`src/rtl/mul_sched_pkg.sv`:
```
// Shared types and defaults for the multiplier scheduler.
package mul_sched_pkg;

  typedef enum logic [1:0] {
    IDLE,
    ISSUE,
    WAIT,
    RESP
  } sched_state_t;

  localparam int MS_WIDTH   = 8;
  localparam int MS_TIMEOUT = 24;
  localparam int MS_CNT_W   = $clog2(MS_TIMEOUT + 1);

  function automatic int cnt_width(input int timeout);
    return $clog2(timeout + 1);
  endfunction

endpackage

```
`src/rtl/rr_arbiter.sv`:
```
// Combinational round-robin pick: first valid requester at or above ptr, wrapping.
// Zero latency; grant is empty when no requester is valid.
module rr_arbiter #(
  parameter int N_REQ = 4
) (
  input  logic [N_REQ-1:0]         req_valid,
  input  logic [$clog2(N_REQ)-1:0] ptr,
  output logic [N_REQ-1:0]         gnt,
  output logic [$clog2(N_REQ)-1:0] gnt_idx
);
  localparam int IDX_W = $clog2(N_REQ);

  logic found;

  always_comb begin
    gnt     = '0;
    gnt_idx = '0;
    found   = 1'b0;
    // k is the distance from ptr; the smallest distance with a valid request wins
    for (int k = 0; k < N_REQ; k++) begin
      for (int i = 0; i < N_REQ; i++) begin
        if (!found && req_valid[i] && (i == ((int'(ptr) + k) % N_REQ))) begin
          found   = 1'b1;
          gnt[i]  = 1'b1;
          gnt_idx = IDX_W'(i);
        end
      end
    end
  end

endmodule

```
`src/rtl/mul_scheduler.sv`:
```
// Shares one sequential multiplier among N_REQ requesters, one operation at a time, with a watchdog.
// Accept->response: 1 cycle for zero operands, done+1 otherwise; req_ready only in IDLE (one-hot).
module mul_scheduler
  import mul_sched_pkg::*;
#(
  parameter int N_REQ   = 4,
  parameter int WIDTH   = MS_WIDTH,
  parameter int TIMEOUT = MS_TIMEOUT
) (
  input  logic                   clk,
  input  logic                   rst_n,
  input  logic [N_REQ-1:0]       req_valid,
  output logic [N_REQ-1:0]       req_ready,
  input  logic [N_REQ*WIDTH-1:0] req_a,
  input  logic [N_REQ*WIDTH-1:0] req_b,
  output logic [N_REQ-1:0]       rsp_valid,
  output logic [2*WIDTH-1:0]     rsp_data,
  output logic                   rsp_err,
  output logic                   mul_init,
  output logic [WIDTH-1:0]       mul_a,
  output logic [WIDTH-1:0]       mul_b,
  input  logic                   mul_done,
  input  logic [2*WIDTH-1:0]     mul_product
);
  localparam int IDX_W = $clog2(N_REQ);
  localparam int CNT_W = cnt_width(TIMEOUT);

  sched_state_t         state_q, state_d;
  logic [IDX_W-1:0]     ptr_q, ptr_d;
  logic [IDX_W-1:0]     id_q, id_d;
  logic [WIDTH-1:0]     a_q, a_d, b_q, b_d;
  logic [2*WIDTH-1:0]   prod_q, prod_d;
  logic                 err_q, err_d;
  logic [CNT_W-1:0]     cnt_q, cnt_d;

  logic [N_REQ-1:0]     gnt;
  logic [IDX_W-1:0]     gnt_idx;
  logic [WIDTH-1:0]     sel_a, sel_b;

  rr_arbiter #(.N_REQ(N_REQ)) u_arb (
    .req_valid (req_valid),
    .ptr       (ptr_q),
    .gnt       (gnt),
    .gnt_idx   (gnt_idx)
  );

  always_comb begin
    sel_a = '0;
    sel_b = '0;
    for (int i = 0; i < N_REQ; i++) begin
      if (gnt[i]) begin
        sel_a = req_a[i*WIDTH +: WIDTH];
        sel_b = req_b[i*WIDTH +: WIDTH];
      end
    end
  end

  always_comb begin
    state_d = state_q;
    ptr_d   = ptr_q;
    id_d    = id_q;
    a_d     = a_q;
    b_d     = b_q;
    prod_d  = prod_q;
    err_d   = err_q;
    cnt_d   = cnt_q;
    case (state_q)
      IDLE: begin
        if (|gnt) begin
          a_d   = sel_a;
          b_d   = sel_b;
          id_d  = gnt_idx;
          ptr_d = (gnt_idx == IDX_W'(N_REQ - 1)) ? '0 : gnt_idx + IDX_W'(1);
          // A zero operand has a known product, so the multiplier is never started
          if (sel_a == '0 || sel_b == '0) begin
            prod_d  = '0;
            err_d   = 1'b0;
            state_d = RESP;
          end else begin
            state_d = ISSUE;
          end
        end
      end
      ISSUE: begin
        cnt_d   = '0;
        state_d = WAIT;
      end
      WAIT: begin
        if (mul_done) begin
          prod_d  = mul_product;
          err_d   = 1'b0;
          state_d = RESP;
        end else if (cnt_q == CNT_W'(TIMEOUT - 1)) begin
          prod_d  = '0;
          err_d   = 1'b1;
          state_d = RESP;
        end else begin
          cnt_d = cnt_q + CNT_W'(1);
        end
      end
      RESP:    state_d = IDLE;
      default: state_d = IDLE;
    endcase
  end

  always_ff @(posedge clk or negedge rst_n) begin
    if (!rst_n) begin
      state_q <= IDLE;
      ptr_q   <= '0;
      id_q    <= '0;
      a_q     <= '0;
      b_q     <= '0;
      prod_q  <= '0;
      err_q   <= 1'b0;
      cnt_q   <= '0;
    end else begin
      state_q <= state_d;
      ptr_q   <= ptr_d;
      id_q    <= id_d;
      a_q     <= a_d;
      b_q     <= b_d;
      prod_q  <= prod_d;
      err_q   <= err_d;
      cnt_q   <= cnt_d;
    end
  end

  // rst_n gates ready so nothing is offered while reset is held
  assign req_ready = (state_q == IDLE && rst_n) ? gnt : '0;
  assign mul_init  = (state_q == ISSUE);
  assign mul_a     = a_q;
  assign mul_b     = b_q;
  assign rsp_data  = (state_q == RESP) ? prod_q : '0;
  assign rsp_err   = (state_q == RESP) ? err_q : 1'b0;

  always_comb begin
    rsp_valid = '0;
    if (state_q == RESP) begin
      for (int i = 0; i < N_REQ; i++) begin
        if (id_q == IDX_W'(i)) rsp_valid[i] = 1'b1;
      end
    end
  end

endmodule

```
`config.mk`:
```
export PLATFORM = sky130hd
export DESIGN_NAME = mul_scheduler
export DESIGN_NICKNAME = d
export VERILOG_FILES = /design/src/rtl/mul_sched_pkg.sv /design/src/rtl/rr_arbiter.sv /design/src/rtl/mul_scheduler.sv
export SDC_FILE = /design/constraint.sdc
export NUM_CORES = 1
export LEC_CHECK = 0
export CORE_MARGIN = 2
export CORE_UTILIZATION = 37
export DETAILED_ROUTE_END_ITERATION = 8
export GPL_TIMING_DRIVEN = 0
export HOLD_SLACK_MARGIN = 0.02
export MAX_ROUTING_LAYER = met4
export PLACE_DENSITY_LB_ADDON = 0.08
export SLEW_MARGIN = 5
export SYNTH_ARGS = -nofsm -noshare
export SYNTH_HDL_FRONTEND = slang
export SYNTH_HIERARCHICAL = 1
export SYNTH_SLANG_ARGS = --single-unit
```
`constraint.sdc`:
```
create_clock -name clk -period 2.8 [get_ports clk]
set_input_delay 0.56 -clock clk [delete_from_list [all_inputs] [get_ports clk]]
set_output_delay 0.56 -clock clk [all_outputs]
set_load 0.01 [all_outputs]
```
After elaboration in Yosys (flattened, before gate mapping). Cells that the tools add are included. W data, S select, Z words.

Register bits after elaboration: 44. Output and inout port bits: 42. RAM bits: 0. Logic and storage cells: 187. Memory bits (read-only): 0. Memories kept: 0. Bits in latches: 0.

Multiplexer cells: 80. Bitwise logic cells: 3. Shift-type cells: 0. Reduce and logical (&&, ||, !) cells: 66. Equality and inequality tests: 25. $mul: 0. Order comparisons: 0. Add/subtract/negate cells: 5. Div/mod/pow operators: 0.

Operators by type and width (count): $logic_not A32 Y1 (4); $mux W16 (5); $mux W8 (8); $mux W1 (40); $mux W2 (19); $logic_and A1 B1 Y1 (32); $pmux W16 S2 (1); $eq A3 B3 Y1 const A (6); $logic_not A8 Y1 (2); $logic_not A1 Y1 (15); $eq A2 B2 Y1 const B (5); $mux W5 (2); $pmux W5 S2 (1); $eq A2 B3 Y1 const A (3); $mux W4 (2); $ne A2 B2 Y1 const B (4); $pmux W2 S4 (1); $reduce_or A2 Y1 (3); $add A5 B1 Y5 const B (1); $eq A5 B5 Y1 const B (1); $add A2 B1 Y2 const B (2); $add A2 B2 Y2 const B (2); $eq A2 B1 Y1 const B (2); $eq A2 B2 Y1 const A (2); 11 further kinds (16).

Logic depth before layout (Yosys ltp). Gate-level depths: netlist (run 1).

Depth after elaboration: 69. Depth in mapped cells: 14. Mapped depth without buffers: 9.

Hierarchy. The synthesis (run 1) kept the hierarchy.

Modules (own cells, without submodules): mul_scheduler (cells an instance 263, area each 2541.2 um2, times used 1); rr_arbiter (cells an instance 24, area each 148.9 um2, times used 1).

Least setup slack after synthesis (run 1). OpenSTA, ideal clock, no wires.

Path type: input port to flip-flop. Start point: input req_valid[0]. End point: register prod_q[0]. Buffers on the path: 3. Library setup time: 121 ps. Stages: 12. Slack: -298 ps. Arrival: 2977 ps. Cell sequence: and2b_1 -> o22ai_1 -> a32o_1 -> or2_1 -> buf_6 -> a221oi_1 -> o22ai_1 -> or4_4 -> a31o_1 -> buf_6 -> buf_8 -> a22o_1.

RTL lines: from (decl) (RTL line mul_scheduler.sv:12) `input logic [N_REQ-1:0] req_valid,`; $logic_and A1 B1 Y1 (RTL line rr_arbiter.sv:22) `if (!found && req_valid[i] && (i == ((int'(ptr) + k) % N_REQ))) begin`; $mux W1 (RTL line rr_arbiter.sv:22); $logic_not A1 Y1 (RTL line rr_arbiter.sv:22); $logic_and A1 B1 Y1 (2 in a row) (RTL line rr_arbiter.sv:22); $mux W1 (RTL line rr_arbiter.sv:22); $logic_not A1 Y1 (RTL line rr_arbiter.sv:22); $logic_and A1 B1 Y1 (2 in a row) (RTL line rr_arbiter.sv:22); $mux W1 (RTL line rr_arbiter.sv:22); [45 not listed]; $logic_and A1 B1 Y1 (2 in a row) (RTL line rr_arbiter.sv:22); $mux W1 (*) (RTL line rr_arbiter.sv:22); via gnt[2] (RTL line mul_scheduler.sv:36) `logic [N_REQ-1:0] gnt;`; $mux W8 (2 in a row) (RTL line mul_scheduler.sv:51) `if (gnt[i]) begin`; $logic_not A8 Y1 (RTL line mul_scheduler.sv:75) `if (sel_a == '0 || sel_b == '0) begin`; $logic_or A1 B1 Y1 (RTL line mul_scheduler.sv:75); $ne A2 B2 Y1 (no line); $reduce_and A4 Y1 (no line) (*); to (signal assigned) (RTL line mul_scheduler.sv:122) `prod_q <= prod_d;`; to (decl) (RTL line mul_scheduler.sv:32) `logic [2*WIDTH-1:0] prod_q, prod_d;`.

Mark *: on every way through the listed nets, which the timed path passes. The rest lies on a longest branch. A chain may end at the register's enable or synchronous reset.

Final worst setup path (run 1).
Start point: input req_valid[2]. End point: register prod_q[15].

RTL lines (RTL line): $logic_and A1 B1 Y1 (2 in a row) (rr_arbiter.sv:22); $mux W1 (rr_arbiter.sv:22); $logic_not A1 Y1 (rr_arbiter.sv:22); $logic_and A1 B1 Y1 (2 in a row) (rr_arbiter.sv:22); $mux W1 (rr_arbiter.sv:22); $logic_not A1 Y1 (rr_arbiter.sv:22); $logic_and A1 B1 Y1 (2 in a row) (rr_arbiter.sv:22); $mux W1 (rr_arbiter.sv:22); [29 not listed]; $logic_and A1 B1 Y1 (2 in a row) (rr_arbiter.sv:22); $mux W1 (*) (rr_arbiter.sv:22); via gnt[0] (mul_scheduler.sv:36); $mux W8 (4 in a row) (mul_scheduler.sv:51); $logic_not A8 Y1 (mul_scheduler.sv:75); $logic_or A1 B1 Y1 (mul_scheduler.sv:75); $ne A2 B2 Y1 (no line); $reduce_and A4 Y1 (no line) (*).

Marked as above.

==> metrics.md, run 1 <==
| Metric | Value |
|---|---|
| Outcome | complete, but fails checks |
| Failing checks | negative setup slack |
| Gr usage total | 21.79% |
| Hold/Removal Path Class | in2async |
| Minimum clock period | 3.139 ns |
| WP data required | 2.99 ns |
| Max Cap Viol | 0 |
| Antenna violations before repair | 0 |
| Prevailing post-synth register cell | dfrtp_1 |
| Crit path cell chain | clkdlybuf4s15_2 > and2b_2 > o22ai_1 > a32o_2 > nor2b_2 > clkbuf_8 > a221oi_4 > o22ai_1 > or4_4 > a31o_1 > buf_6 > buf_6 > a22o_1 |
| Part of the cycle the worst path needs | 112.1% |
| Core Util, Final | 64.24% |
| PortBufs | 128 |
| # diodes | 0 |
| Post-synth EDFFs | 0 |
| Multi-input gate area | 1582 sq um |
| Worst vdd ir | 370.3 uV |
| RSZ-0062 raised after global routing | yes |
| Rel. slew slack | 58.89% |
| First-pass GRT wire length | 12960 um |
| Library cells used by synthesis | 47 |
| Vias | 2840 |
| Post-DRT Antenna Nets | 0 |
| Die Area | 7968 sq um |
| CTS tree | built |
| Total CTS buffers | 5 |
| Residual DRC count | 0 |
| Global placer's final weighted congestion | 0.8569 |
| HPWL after DPL | 6279 um |
| Vias in the first global route | 2627 |
| Drt first-iter violations | 114 |
| Simple-gate area share of the yosys netlist | 18.65% |
| I/O pins | 129 |
| NumNets Final | 531 |
| Share of cells above drive strength 1 | 16.40% |
| Reg area | 1101 sq um |
| Clk Latency, worst-skew pair | 0.30 ns |
| Wirelength per Cell | 15.87 um |
| CP Class | in2reg |
| H-Tree Depth | 2 |
| Max Clock Skew | 0.008449 ns |
| Core area | 7137 sq um |
| Leakage | 1.971 nW |
| Vert. Die Dim | 89.27 um |
| Crit path max fanout | 10 |
| Post-synth ARST share | 100.0% |
| Row cnt | 31 |
| Clock Path Buffers | 2 |
| Die X | 89.27 um |
| Highest clock rate | 318.6 MHz |
| Area Growth Syn to Fin | 70.42% |
| Vias/cell | 5.279 |
| Adder-cell share of the synthesized area | 2.791% |
| Initial Util | 37.69% |
| Largest family of logic cells by synthesized area | compound AO/OA/AOI/OAI gates |
| XOR/XNOR Fraction of Synth Area | 0% |
| Register bit total from synthesis | 44 |
| Root buffer cell | clkbuf_8 |
| Fill count | 653 |
| Setup violations, final | 17 |
| Slew Limit Fails | 0 |
| Pwr per Cell Area | 903.9 nW/um^2 |
| Slew @ Worst Pin | 0.6103 ns |
| Setup crit start kind | input pin |
| Synthesized area per cell | 9.373 sq um |
| Critical Path Sink Type | flop |
| Final hold vios | 0 |
| Slowest cell on crit path | or4_4 |
| CTS sink cnt | 44 |
| CP max stage delay | 0.47 ns |
| Routed WL | 8540 um |
| Drt first pass iters | 5 |
| Crit-path leading delay family | compound AO/OA/AOI/OAI gates |
| Synth Warn # | 6 |
| GRT overflow | 0 |
| Pin count of the biggest net entering global routing | 34 |
| Clock Pin Slew Worst Setup and Hold Paths | 0.09 ns |
| Crit path DAT | 3.33 ns |
| Synth Area in Compound Gates | 30.19% |
| Worst Setup Slack, final | -0.3392 ns |
| Mux contribution to synthesized area | 1.674% |
| Register area share after synthesis | 40.93% |
| Crit path buf inv count | 4 |
| Worst hold slack | 0.1734 ns |
| Mapped Area | 2690 sq um |
| Synth Instances | 287 |
| Syn nets | 380 |
==> cell usage after synthesis, types with 2 or more instances <==
cell type / count / area share, %
a211oi_1: 2 / 0.56
a21oi_1: 7 / 1.3
a221o_1: 9 / 3.3
a221oi_1: 4 / 1.3
a22o_1: 17 / 5.5
a22oi_1: 6 / 1.7
a32o_1: 2 / 0.74
and2_1: 19 / 4.4
and3_1: 6 / 1.4
and3b_1: 2 / 0.65
buf_6: 3 / 1.3
clkbuf_1: 13 / 1.8
dfrtp_1: 44 / 41
ha_1: 6 / 2.8
inv_1: 11 / 1.5
mux2_2: 4 / 1.7
nand2_1: 36 / 5.0
nand2b_1: 4 / 0.93
nand3_1: 4 / 0.74
nand3b_1: 3 / 0.84
nor2_1: 5 / 0.70
nor2b_1: 3 / 0.70
nor3_1: 5 / 0.93
o21ai_0: 21 / 3.9
o221ai_1: 2 / 0.65
o22a_1: 9 / 2.9
o22ai_1: 11 / 2.6
o31ai_1: 8 / 2.2
o41ai_1: 2 / 0.65
or2b_1: 2 / 0.56
==> metrics by stage <==
stage | worst slack [ns] | total power [mW] | std cells | area (sq um) | TNS (ns)
2_1_floorplan | -0.2012 | 2.360 | 287 | 2718 | -2.640
3_3_place_gp | -1.262 | 3.163 | 514 | 4123 | -56.70
3_5_place_dp | -1.271 | 3.187 | 515 | 4138 | -45.82
4_1_cts | -0.3315 | 4.022 | 534 | 4459 | -5.433
5_1_grt | -0.4805 | 4.451 | 538 | 4584 | -7.672
6_report | -0.3392 | 4.144 | 538 | 4584 | -5.482
==> repair_timing <==
item,CTS,global route
setup buffers,12,4
endpoints found under the setup margin,43,42
gates resized for setup,41,23
pin swaps,18,10
hold buffers,0,0
gates cloned,1,0
==> state kept, by name (all words and copies together), names as in the netlist <==
signal,cells
prod_q,16
mul_a,8
state_q,2
ptr_q,2
err_q,1
mul_b,8
cnt_q,5
id_q,2
==> power breakdown <==
group          switching, mW  internal, mW  total (mW)  leakage (nW)
combinational           1.24          1.38        2.62          1.34
sequential             0.147         0.884        1.03         0.573
clock                  0.231         0.265       0.496        0.0552
==> logic make-up after synthesis <==
kind of cell / after synthesis
buffers and inverters: 31
multiplexers: 4
adder cells (fa/ha/maj): 6
flip-flops: 44
AO/OA/AOI/OAI: 107
AND/OR/NAND/NOR: 95
==> cell type report <==
cell class	instances	share of cell area, %
Tap cell	99	2.702
Clock inverter	2	0.7642
Buffer	18	3.876
Inverter	11	0.9007
Timing Repair Buffer	146	31.66
Multi-Input combinational cell	212	34.50
Clock buffer	6	1.583
Sequential cell	44	24.02
==> worst paths after layout <==
path                               from    endpoint  slack [ns]  depth (start not counted)
max in group asynchronous         rst_n    mul_a[6]        2.11                          2
min in group clk               mul_a[7]    mul_a[7]        0.49                          2
setup / recovery           req_valid[2]  prod_q[15]       -0.34                         13
hold / removal                    rst_n  prod_q[12]        0.17                          1
hold reg to reg                mul_a[7]    mul_a[7]        0.49                          2
setup reg to reg               ptr_q[0]  prod_q[15]       -0.32                         13
==> layout by cell type, fill, tap and decap left out, types with 3 or more instances in the layout <==
| cell | netlist | routed |
|---|---|---|
| a21oi_1 | 7 | 6 |
| buf_2 | 1 | 3 |
| nor2_1 | 5 | 5 |
| o22ai_2 | 0 | 4 |
| o31ai_1 | 8 | 8 |
| a22oi_1 | 6 | 3 |
| mux2_2 | 4 | 4 |
| o22ai_1 | 11 | 7 |
| inv_1 | 11 | 11 |
| a221oi_4 | 0 | 3 |
| nand2_1 | 36 | 36 |
| clkdlybuf4s50_1 | 0 | 121 |
| a22oi_2 | 0 | 3 |
| and3_1 | 6 | 6 |
| a221o_1 | 9 | 9 |
| o21ai_0 | 21 | 20 |
| a22o_1 | 17 | 17 |
| dfrtp_1 | 44 | 44 |
| buf_6 | 3 | 6 |
| and2_1 | 19 | 19 |
| o22a_1 | 9 | 9 |
| buf_4 | 1 | 16 |
| nand3b_1 | 3 | 3 |
| clkbuf_1 | 13 | 3 |
| nand3_1 | 4 | 4 |
| clkbuf_8 | 0 | 7 |
| clkbuf_2 | 0 | 3 |
| ha_1 | 6 | 6 |
| nor3_1 | 5 | 4 |
==> per-layer routing <==
metal  part of all wire, %  GRT usage (%)
met1                    45          29.80
met2                    48          34.21
met5                     0              -
met4                  0.84          4.478
met3                   6.0          3.693
==> worst register-to-register path, delay by kind of cell (launching register included) <==
family | cells | cell delay, ns
AO/OA/AOI/OAI | 6 | 1.33
buffers and inverters | 4 | 0.55
AND/OR/NAND/NOR | 3 | 0.70
flip-flops | 1 | 0.43
Note: power is estimated with default switching activity, not from simulation.
==> run 2: changes to the inputs <==
- CAP_MARGIN: not set -> 5
- CORE_UTILIZATION: 37 -> 42
- CTS_BUF_LIST: not set -> sky130_fd_sc_hd__clkbuf_8
- clock period: 2.8 -> 3.4 ns (I/O delays scaled with it)
==> run 2 against run 1 <==
Effect of this change:
- the flow now finishes without violations
- register-to-register slack better by 0.45 ns
- utilization rose by 4.3 points
- clock power fell by 16%
- critical path depth stayed put
- sequential power is 17% lower
- non-clock buffer count is 16 lower
- global-route usage is 1.2 points higher
- count of clock-buffer cells in the layout did not move
- highest routed layer unchanged
==> metrics.md, run 2 (synthesis gave the netlist of run 1 again) <==
| Metric | Value |
|---|---|
| Commonest non-fill, non-tap cell in the layout | clkdlybuf4s50_1 |
| Worst Setup Slack, final | 0.02773 ns (+0.3669 ns) |
| Hold/Removal Path Class | in2async |
| Routed WL | 7938 um (-7.0%) |
| Design area | 4299 sq um (-6.2%) |
| Residual DRC count | 0 (unchanged) |
| Core area | 6277 sq um (-12%) |
| Vias | 2750 (-3.2%) |
| Max Clock Skew | 0.007299 ns (-0.001150 ns) |
| Max Cap Viol | 0 (unchanged) |
| Clock Pin Slew Worst Setup and Hold Paths | 0.09 ns (about the same) |
| Largest register by flop count | prod_q |
| Reg-to-reg startpoint | ptr_q[0] |
| Number of flip-flops in the largest register | 16 (unchanged) |
| Vias in the first global route | 2670 (+1.6%) |
| Drt first-iter violations | 83 (-27%) |
| Sequential fraction of design power | 27.7% (+2.8 points) |
| Row cnt | 29 (-6.5%) |
| CTS tree | built |
| Crit path DAT | 3.56 ns (+0.23 ns) |
| Clock Power Share | 13.5% (+1.5 points) |
| # diodes | 0 (unchanged) |
| Highest clock rate | 296.5 MHz |
| I/O pins | 129 (unchanged) |
| DP Area | 4083 sq um (-1.3%) |
| Global placer's final weighted congestion | 0.9193 (+7.3%) |
| Setup TNS | 0 ns (+5.482 ns) |
| Gate power share | 58.8% (-4.3 points) |
| Total CTS buffers | 5 (unchanged) |
| Share of cells above drive strength 1 | 10.87% (-5.5 points) |
| Rel. slew slack | 59.85% (+0.96 points) |
| Clock Path Buffers | 2 (unchanged) |
| Outcome | finished, final reports clean |
| Final hold vios | 0 (unchanged) |
| Antenna violations before repair | 0 (unchanged) |
| Die Area | 7061 sq um (-11%) |
| CP max stage delay | 0.47 ns (about the same) |
| Vert. Die Dim | 84.03 um (-5.9%) |
| Area Growth Syn to Fin | 59.81% |
| GRT overflow | 0 (unchanged) |
| Crit path cell chain | clkdlybuf4s15_2 > and2b_2 > o22ai_1 > a32o_2 > nor2b_2 > buf_4 > a221oi_4 > o22ai_2 > or4_4 > a31o_1 > buf_6 > buf_8 > a22o_1 |
| Crit path launch | req_valid[2] |
| Drt first pass iters | 5 (unchanged) |
| First-pass GRT wire length | 12720 um (-1.9%) |
| CP Class | in2reg |
| Die X | 84.03 um (-5.9%) |
| Clk Latency, worst-skew pair | 0.30 ns (about the same) |
| Crit path max fanout | 10 (unchanged) |
| Pin count of the biggest net entering global routing | 34 (unchanged) |
| CTS sink cnt | 44 (unchanged) |
| Post-DRT Antenna Nets | 0 (unchanged) |
| Slew @ Worst Pin | 0.5959 ns (-0.01432 ns) |
| Gr usage total | 22.99% (+1.2 points) |
| Slowest cell on crit path | or4_4 |
| Pwr per Cell Area | 717.8 nW/um^2 (-21%) |
| Part of the cycle the worst path needs | 99.18% |
| Root buffer cell | clkbuf_8 |
| Switching Share | 39.65% (+0.67 points) |
| Final Total Pwr | 3.086 mW (-26%) |
| Worst vdd ir | 422.0 uV (+14%) |
| Initial Util | 42.85% (+5.2 points) |
| H-Tree Depth | 2 (unchanged) |
| Hold-fix buffers, CTS | 0 (unchanged) |
| Commonest cells after routing, fill and taps aside | 123 x clkdlybuf4s50_1, 44 x dfrtp_1, 36 x nand2_1 |
| RSZ-0062 raised after global routing | yes |
| Setup violations, final | 0 (-17) |
| Sw Pwr | 1.223 mW (-24%) |
| NumNets Final | 515 (-3.0%) |
| Setup crit start kind | input pin |
| Leakage | 1.817 nW (-7.8%) |
| Slew Limit Fails | 0 (unchanged) |
| WP data required | 3.58 ns (+0.59 ns) |
| HPWL after DPL | 6250 um (-0.46%) |
| Wirelength per Cell | 15.88 um (about the same) |
| Minimum clock period | 3.372 ns |
| Vias/cell | 5.500 (+4.2%) |
| P_int | 1.862 mW (-26%) |
| Pre-CTS WS | -0.8412 ns (+0.4303 ns) |
| PortBufs | 128 (unchanged) |
| Critical Path Sink Type | flop |
run 2: power by group through the flow:
stage	sequential (mW)	clock, mW	combinational [mW]
2_1_floorplan	0.872	0	1.05
3_3_place_gp	0.855	0	1.71
3_5_place_dp	0.863	0	1.73
4_1_cts	0.855	0.431	1.79
5_1_grt	0.881	0.456	1.99
6_report	0.854	0.418	1.81
run 2: critical path, delay by kind of cell:
kind / cells / cell delay, ns
buffers and inverters: 4 / 0.70
AND/OR/NAND/NOR: 3 / 0.87
AO/OA/AOI/OAI: 6 / 1.30
run 2: final cells by class:
class / count / area (sq um)
fill: 526 / 1978
multi-input combinational: 212 / 1508
timing repair buffer: 130 / 1304
sequential: 44 / 1101
buffer: 18 / 127.6
tap: 77 / 96.34
clock buffer: 6 / 82.58
inverter: 11 / 41.29
clock inverter: 2 / 38.79
run 2: per-layer routing:
layer / track usage (%) / up-vias / wire (um)
met1: 28.88 / 1273 / 3430
li1: - / 1352 / -
met3: 5.935 / 13 / 595
met5: - / - / 0
met4: 7.331 / 0 / 115
met2: 36.36 / 112 / 3796
run 2: final timing paths:
path                              end  slack (ns)  cells past startpoint
max                        prod_q[11]        0.03                     13
min                         prod_q[8]        0.28                      1
max reg2reg                prod_q[11]        0.13                     12
min reg2reg                  mul_a[0]        0.48                      2
max in group asynchronous    mul_b[2]        2.63                      2
min in group clk             mul_a[0]        0.48                      2
run 2: through the flow:
stage | std cells | hold slack (ns) | util [%]
6_report | 500 | 0.2797 | 68.49
5_1_grt | 500 | 0.2862 | 68.49
4_1_cts | 501 | 0.2799 | 67.93
3_5_place_dp | 493 | 0.4705 | 65.04
3_3_place_gp | 492 | 0.4625 | 64.80
2_1_floorplan | 287 | 0.3844 | -
run 2: timing repair:
item,CTS,global route
hold endpoints to repair,0,0
resized for setup,24,16
endpoints found under the setup margin,39,34
pin swaps,3,1
buffers inserted,0,1
==> run 3: changes to the inputs <==
- CORE_UTILIZATION: 42 -> 46
- CTS_CLUSTER_SIZE: not set -> 12
- clock period: 3.4 -> 3.9 ns (I/O delays scaled with it)
==> run 3 against run 2 <==
Effect of this change:
- sequential power down 13%
- utilization is 7.4 points higher
- final area fell by 1.6%
- die area is 8.3% lower
- flip-flop and latch count unchanged
- non-clock buffer count stayed put
- power fell by 15%
- worst setup slack improved by 0.14 ns
==> metrics.md, run 3 (synthesis gave the netlist of run 1 again) <==
| Metric | Value |
|---|---|
| # diodes | 0 (unchanged) |
| Crit-path leading delay family | buffers and inverters |
| Part of the cycle the worst path needs | 95.79% |
| GRT overflow | 0 (unchanged) |
| Vias/cell | 5.574 (+1.3%) |
| Rel. slew slack | 60.26% (+0.41 points) |
| CTS tree | built |
| Crit path DAT | 3.93 ns (+0.37 ns) |
| Placed Instances | 488 (-1.0%) |
| Commonest cells after routing, fill and taps aside | 124 x clkdlybuf4s50_1, 44 x dfrtp_1, 36 x nand2_1 |
| Number of flip-flops in the largest register | 16 (unchanged) |
| H-Tree Depth | 2 (unchanged) |
| Crit path max fanout | 10 (unchanged) |
| CP Class | in2reg |
| Row cnt | 27 (-6.9%) |
| NumNets Final | 515 (unchanged) |
| Crit path buf inv count | 7 (+3) |
| Worst vdd ir | 339.0 uV (-20%) |
| Clock Pin Slew Worst Setup and Hold Paths | 0.08 ns (about the same) |
| Total CTS buffers | 5 (unchanged) |
| Drt first pass iters | 4 (-1) |
| WP data required | 4.09 ns (+0.51 ns) |
| Commonest non-fill, non-tap cell in the layout | clkdlybuf4s50_1 |
| Setup crit start kind | input pin |
| Largest register by flop count | prod_q |
| PortBufs | 128 (unchanged) |
| Gr usage total | 26.34% (+3.3 points) |
| Antenna violations before repair | 0 (unchanged) |
| Share of cells above drive strength 1 | 8.274% (-2.6 points) |
| Setup TNS | 0 ns (unchanged) |
| First-pass GRT wire length | 12850 um (+1.1%) |
| Post-DRT Antenna Nets | 0 (unchanged) |
| Clock Path Buffers | 2 (unchanged) |
| Layout Cells excl Fill | 495 (-1.0%) |
| Slew Limit Fails | 0 (unchanged) |
| Leakage | 1.809 nW (-0.43%) |
| RSZ-0062 raised after global routing | no |
| Outcome | finished, final reports clean |
| Global placer's final weighted congestion | 0.8763 (-4.7%) |
| Slowest cell on crit path | clkdlybuf4s50_1 |
| Fill count | 426 (-19%) |
| HPWL after DPL | 6211 um (-0.62%) |
| Clk Latency, worst-skew pair | 0.30 ns (about the same) |
| Crit path cell chain | clkdlybuf4s50_1 > inv_1 > a21oi_2 > a211oi_1 > buf_6 > or2_1 > buf_6 > clkbuf_2 > a221o_1 > a22oi_1 > nand4_1 > a31o_1 > buf_6 > buf_8 > a22o_1 |
| Hold/Removal Path Class | in2async |
| Drt first-iter violations | 129 (+55%) |
| Vert. Die Dim | 80.47 um (-4.2%) |
| Die X | 80.47 um (-4.2%) |
| Vias | 2759 (+0.33%) |
| Minimum clock period | 3.736 ns |
| Highest clock rate | 267.7 MHz |
| Pwr per Cell Area | 622.1 nW/um^2 (-13%) |
| Wirelength per Cell | 16.07 um (+1.3%) |
| CP max stage delay | 0.55 ns (+0.08 ns) |
| I/O pins | 129 (unchanged) |
| Pin count of the biggest net entering global routing | 34 (unchanged) |
| CP dominant cell by count | buf_6 |
| Vias in the first global route | 2742 (+2.7%) |
| Max Cap Viol | 0 (unchanged) |
| Max Clock Skew | 0.006114 ns (-0.001185 ns) |
| Area Growth Syn to Fin | 57.26% |
| CTS sink cnt | 44 (unchanged) |
| Worst hold slack | 0.3806 ns (+0.1008 ns) |
| Slew @ Worst Pin | 0.5898 ns (-0.006081 ns) |
| Routed WL | 7957 um (+0.24%) |
| Residual DRC count | 0 (unchanged) |
| Die Area | 6475 sq um (-8.3%) |
| Initial Util | 48.26% (+5.4 points) |
| Core area | 5574 sq um (-11%) |
| Root buffer cell | clkbuf_8 |
| Setup violations, final | 0 (unchanged) |
| Critical Path Sink Type | flop |
| Final hold vios | 0 (unchanged) |
## run 3: power breakdown
group          internal, mW  leakage [nW]  switching, mW
logic                 0.751          1.18          0.791
clock network         0.188        0.0593          0.155
registers             0.635         0.573          0.112
total                  1.57          1.81           1.06
## run 3: final cells by class
class	instances	area, sq um	share of cell area, %
plain buffers	19	118.9	2.810
clock buffers	5	68.82	1.627
clock inverters	3	38.79	0.9169
inverters	11	41.29	0.9760
multi-input cells	212	1468	34.69
flip-flops and latches	44	1101	26.03
well taps	72	90.09	2.130
repair buffers	129	1304	30.82
## run 3: through the flow
stage          utilization (%)  setup slack [ns]  area (sq um)  power [mW]
6_report                 75.89            0.1641          4230       2.631
2_1_floorplan                -            0.5819          2690       1.679
3_3_place_gp             72.86           -0.5358          4061       2.228
3_5_place_dp             73.13           -0.3594          4076       2.262
5_1_grt                  75.89           0.01222          4230       2.835
4_1_cts                  75.44           0.01195          4205       2.626
## run 3: path summary, 6_finish.rpt
check                           slack [ns]         end         start  cells after the start
worst max-delay path                  0.16  prod_q[13]  req_valid[1]                     15
worst min-delay path                  0.38   prod_q[8]         rst_n                      1
worst max register to register        0.59  prod_q[13]      ptr_q[0]                     13
worst min register to register        0.48    mul_a[0]      mul_a[0]                      2
max in group asynchronous             3.03    mul_b[7]         rst_n                      2
min in group clk                      0.48    mul_a[0]      mul_a[0]                      2
## run 3: what timing repair did
action                                  CTS  global route
endpoints found under the setup margin   13            35
setup buffers                             0             0
hold buffers                              0             0
pin swaps                                 1             1
gates resized for setup                   5            15
## run 3: per-layer routing
metal,vias up,track usage [%],part of all wire (%)
met2,110,43.83,48
met4,0,7.458,1.3
met3,14,5.955,7.8
met5,-,-,0
li1,1353,-,-
met1,1282,32.28,43
## run 3: worst reg2reg max path, stage by stage (launching register included)
cell and delay, ns:
dfrtp_1 0.45, and2b_1 0.24, o22ai_1 0.08, a32o_1 0.34
or2_1 0.25, buf_6 0.15, clkbuf_2 0.20, a221o_1 0.31
a22oi_1 0.19, nand4_1 0.24, a31o_1 0.29, buf_6 0.14
buf_8 0.13, a22o_1 0.18
